`config.mk`:
```
export PLATFORM = sky130hd
export DESIGN_NAME = wallace_csa_pipe
export DESIGN_NICKNAME = d
export VERILOG_FILES = /design/src/rtl/wallace_csa_pipe.sv
export SDC_FILE = /design/constraint.sdc
export NUM_CORES = 2
export LEC_CHECK = 0
export ABC_AREA = 0
export BUFFER_PORTS_ARGS = -buffer_cell sky130_fd_sc_hd__buf_2
export CAP_MARGIN = 20
export CORE_MARGIN = 4
export CORE_UTILIZATION = 50
export DETAILED_ROUTE_END_ITERATION = 8
export GPL_TIMING_DRIVEN = 0
export PLACE_DENSITY = 0.69
export SLEW_MARGIN = 20
export SYNTH_ARGS = -nofsm -noshare
export SYNTH_HDL_FRONTEND = slang
export SYNTH_SLANG_ARGS = --single-unit
export TNS_END_PERCENT = 100
```
`constraint.sdc`:
```
create_clock -name clk -period 30.4 [get_ports clk]
set_input_delay 7.6 -clock clk [delete_from_list [all_inputs] [get_ports clk]]
set_output_delay 7.6 -clock clk [all_outputs]
set_load 0.005 [all_outputs]
```
`src/rtl/wallace_csa_pipe.sv`:
```
// wallace_csa_pipe: three-stage Wallace-tree carry-save reducer of a*b into sum/carry rows.
// Requires WIDTH >= 4 so that each of the two reduction stages gets at least one CSA level.
module wallace_csa_pipe #(
   parameter int WIDTH = 32,
   parameter int TAG_W = 4
) (
   input  logic               clk,
   input  logic               rst,
   input  logic               in_valid,
   output logic               in_ready,
   input  logic [WIDTH-1:0]   op_a,
   input  logic [WIDTH-1:0]   op_b,
   input  logic [TAG_W-1:0]   in_tag,
   output logic               out_valid,
   input  logic               out_ready,
   output logic [2*WIDTH-1:0] sum_row,
   output logic [2*WIDTH-1:0] carry_row,
   output logic [TAG_W-1:0]   out_tag
);
   localparam int W2 = 2 * WIDTH;

   function automatic int rows_at(input int l);
      int n;
      n = WIDTH;
      for (int i = 0; i < l; i++) n = n - n / 3;
      return n;
   endfunction

   function automatic int num_levels();
      int n;
      int l;
      n = WIDTH;
      l = 0;
      while (n > 2) begin
         n = n - n / 3;
         l++;
      end
      return l;
   endfunction

   localparam int LV = num_levels();
   localparam int L1 = LV / 2;
   localparam int C2 = rows_at(L1);

   logic [W2-1:0]    p1   [WIDTH];
   logic [W2-1:0]    p2   [C2];
   logic [W2-1:0]    lin  [LV][WIDTH];
   logic [W2-1:0]    lout [LV][WIDTH];
   logic [TAG_W-1:0] t1, t2;
   logic             v1, v2, v3, ld1, ld2, ld3;

   assign ld3       = v2 & (!v3 | out_ready);
   assign ld2       = v1 & (!v2 | ld3);
   assign in_ready  = !v1 | ld2;
   assign ld1       = in_valid & in_ready;
   assign out_valid = v3;

   // Level l reads S1 rows, S2 rows at the stage split, otherwise the previous level.
   for (genvar l = 0; l < LV; l++) begin : lvl
      localparam int N = rows_at(l);
      localparam int G = N / 3;
      for (genvar k = 0; k < WIDTH; k++) begin : row
         if (l == 0) begin : src_s1
            assign lin[l][k] = p1[k];
         end else if (l == L1) begin : src_s2
            if (k < C2) begin : used
               assign lin[l][k] = p2[k];
            end else begin : unused
               assign lin[l][k] = '0;
            end
         end else begin : src_prev
            assign lin[l][k] = lout[l-1][k];
         end
         if (k < G) begin : csa_s
            assign lout[l][k] = lin[l][3*k] ^ lin[l][3*k+1] ^ lin[l][3*k+2];
         end else if (k < 2 * G) begin : csa_c
            assign lout[l][k] = ((lin[l][3*(k-G)] & lin[l][3*(k-G)+1])
                               | (lin[l][3*(k-G)] & lin[l][3*(k-G)+2])
                               | (lin[l][3*(k-G)+1] & lin[l][3*(k-G)+2])) << 1;
         end else if (k < N - G) begin : pass
            assign lout[l][k] = lin[l][k+G];
         end else begin : empty
            assign lout[l][k] = '0;
         end
      end
   end

   always_ff @(posedge clk) begin
      if (ld1) begin
         for (int i = 0; i < WIDTH; i++) p1[i] <= W2'(op_a & {WIDTH{op_b[i]}}) << i;
         t1 <= in_tag;
      end
      if (ld2) begin
         for (int i = 0; i < C2; i++) p2[i] <= lout[L1-1][i];
         t2 <= t1;
      end
   end

   always_ff @(posedge clk or posedge rst) begin
      if (rst) begin
         v1        <= 1'b0;
         v2        <= 1'b0;
         v3        <= 1'b0;
         sum_row   <= '0;
         carry_row <= '0;
         out_tag   <= '0;
      end else begin
         v1 <= ld1 | (v1 & !ld2);
         v2 <= ld2 | (v2 & !ld3);
         v3 <= ld3 | (v3 & !out_ready);
         if (ld3) begin
            sum_row   <= lout[LV-1][0];
            carry_row <= lout[LV-1][1];
            out_tag   <= t2;
         end
      end
   end
endmodule
```
==> flow_summary_export.csv <==
group,metric,value,unit
synth,ys_top_cells_by_area,"edfxtp_1 (52%), fa_1 (23%), and2_1 (8.0%), inv_1 (6.6%), dfrtp_1 (4.0%)",
place,dp_cells,7731,
clocking,clkTransAtPathRegs,60,ps
status,status,"finished, final reports clean",
pwr,clkPwrFrac,23.7,%
route,detail_route.wl_per_cell,23.29,µm
floorplan,initial_core_util,50.32,%
layout,fin_cells,8053,
floorplan,io_pins,206,
floorplan,core,0.1586,mm²
synth,synth-seq-cells,1499,
setup_path,critPathArrivalTime,8080,ps
clocking,post_cts_resize_count,0,
setup_path,crit_fanout,3,
synth,synth-adder-area-share,26.57,%
timing,clock_skew,34.48,ps
pwr,power_frac_seq,35.2,%
synth,synthTopCellsByCount,"inv_1 (1405), edfxtp_1 (1370), and2_1 (1026)",
floorplan,die-width,407.5,µm
pwr,power.switching,2756,µW
layout,final_nets,7050,
synth,synth_top_area_share,51.56,%
route,drt_iter0_markers,4240,
global_routing,grt_start_max_net_pins,70,
worst_hold_path,hp-class,"reg -> reg",
timing,hold_viol,0,
place,port_buffers,199,
route,first_pass_iters,5,
clocking,postCtsSetupRepairBufs,0,
synth,synth_enable_flop_cells,1370,
synth,synth_area,0.07978,mm²
global_routing,gr-total-overflow,0,
synth,synth.avg_cell_area,14.70,µm²
route,vias,40300,
pwr,power_frac_comb,41.1,%
route,viasPerCell,5.004,
clocking,clockBufferDepth,3,
pwr,p_leak,0.03857,µW
synth,ys_seq_area_share,55.61,%
setup_path,end_kind,"output pin",
timing,tns,0,ps
synth,yosys_warnings,0,
timing,max_freq,0.06379,GHz
pwr,power_density,92.23,mW/mm²
timing,setup_viol,0,
clocking,cts_tree,"done",
pwr,netSwitchingFraction,33.43,%
setup_path,required,22800,ps
timing,max_slew_margin,23.40,%
layout,post_route_cells_drive_above_1_share,10.13,%
synth,yosys.area.top_type,"edfxtp_1",
route,ant_nets,0,
clocking,cts_root_buf,"clkbuf_16",
floorplan,design.die.area,0.1660,mm²
run,cap_violations,0,
setup_path,worstSetupPathType,"in -> out",
synth,async_flop_share,8.606,%
synth,synth_mux_area_share,1.967,%
clocking,clock_sinks,1499,
floorplan,die_y,407.5,µm
synth,synth_flop_cell,"edfxtp_1",
setup_path,start_kind,"primary input",
timing,fin_crit_sh,51.57,%
synth,yosys.area_share.simple,8.114,%
route,drc,0,
timing,tightest_slew,1149,ps
pwr,ir_worst_vdd,0.07100,mV
timing,fin_crit,15680,ps
synth,synth_xor_xnor_area_share,0,%
clocking,clk_latency,800,ps
synth,ys_types,18,
synth,synth_cells,5428,
place,place.gp.congestion,0.8738,
floorplan,row_count,146,
pwr,power.internal,5488,µW
place,place_hpwl,142800,µm
global_routing,grt_usage,23.38,%
global_routing,first_global_vias,43870,
global_routing,grt_pass1_wl,282200,µm
timing,grt_setup_unrepaired,"no",
clocking,cts_buffers,164,
synth,synth.most_common_cell,"inv_1",
clocking,hold_buffers,0,
layout,n_fill_cell,12480,
synth,synth_top_family_by_area,"adder cells",
global_routing,antenna_found_initial,35,
route,drt_wl_total,187600,µm
synth,synth-compound-area-share,0,%
timing,slew_violations,0,
layout,syn_to_final_growth,12.05,%
clocking,h-tree-depth,4,
==> per-stage QoR <==
| stage | hold slack [ps] | area (µm²) | setup WS (ps) | util [%] | total power, µW |
|---|---|---|---|---|---|
| global placement | 401.5 | 83390 | 4773 | 52.59 | 6414 |
| floorplan | 400.3 | 79800 | 9619 | - | 5197 |
| finish | 422.8 | 89390 | 14720 | 56.38 | 8245 |
| detailed placement | 409.9 | 84110 | 14730 | 53.04 | 6435 |
| CTS | 424.8 | 89350 | 14730 | 56.35 | 8416 |
| global route | 437.0 | 89350 | 14690 | 56.35 | 8940 |
==> logic make-up after synthesis <==
kind of cell / Yosys count
adder cells (fa/ha/maj): 1153
buffers and inverters: 1616
flip-flops: 1499
multiplexers: 126
other: 1
AND/OR/NAND/NOR: 1033
==> placed cells by master (no fill, tap or decap), drive strengths merged, types with 6 or more instances in the layout <==
| cell | count |
|---|---|
| mux2 | 126 |
| diode | 19 |
| clkinv | 56 |
| edfxtp | 1370 |
| conb | 6 |
| clkbuf | 423 |
| inv | 1408 |
| bufinv | 9 |
| fa | 902 |
| buf | 245 |
| dfrtp | 129 |
| and2 | 1026 |
| ha | 251 |
==> power by group through the flow <==
stage	logic [µW]	registers, µW	clock network, µW
after floorplan	2210	2990	0
after global placement	3380	3030	0
after detailed placement	3490	2950	0
after CTS	3530	2910	1980
after global routing	3930	2940	2070
final	3390	2900	1950
==> state kept, by name (all words and copies together) (netlist names) <==
name	flops
sum_row	64
out_tag	4
t1	4
p2	338
out_valid	1
v2	1
t2	4
carry_row	58
v1	1
p1	1024
==> path summary, 6_finish.rpt <==
check	endpoint	startpoint	slack, ps	depth (start not counted)
min in group asynchronous	out_tag[0]	rst	6830	2
worst max register to register	p1[1][281]	v2	27380	8
worst min register to register	p2[0][0]	p1[0][0]	420	0
worst min-delay path	p2[0][0]	p1[0][0]	420	0
worst max-delay path	in_ready	out_ready	14720	3
max in group asynchronous	carry_row[32]	rst	22700	3
==> critical path, cell delays in order <==
cell and delay, ps:
buf_2 110, nand4b_1 210, buf_2 160
==> metal layers <==
metal  vias to the layer above  part of all wire [%]  wire length (µm)  track usage, %
met1                     20890                    40             75010           31.99
li1                      17510                     -                 -               -
met2                      1546                    47             89000           36.95
met5                         -                 0.019                35               0
met3                       345                   9.0             16840           5.579
met4                         6                   3.6              6681           8.417
==> cell type report <==
| type | instances | area (µm²) | area share [%] |
|---|---|---|---|
| antenna | 19 | 47.55 | 0.05319 |
| buffer | 211 | 897.1 | 1.004 |
| clock buffer | 231 | 4583 | 5.127 |
| clock inverter | 72 | 655.6 | 0.7334 |
| inverter | 1405 | 5281 | 5.908 |
| multi-input combinational | 2318 | 29270 | 32.74 |
| sequential | 1499 | 44370 | 49.63 |
| tap | 2072 | 2592 | 2.900 |
| timing repair buffer | 226 | 1702 | 1.904 |
Power figures use the tool's default switching activity.
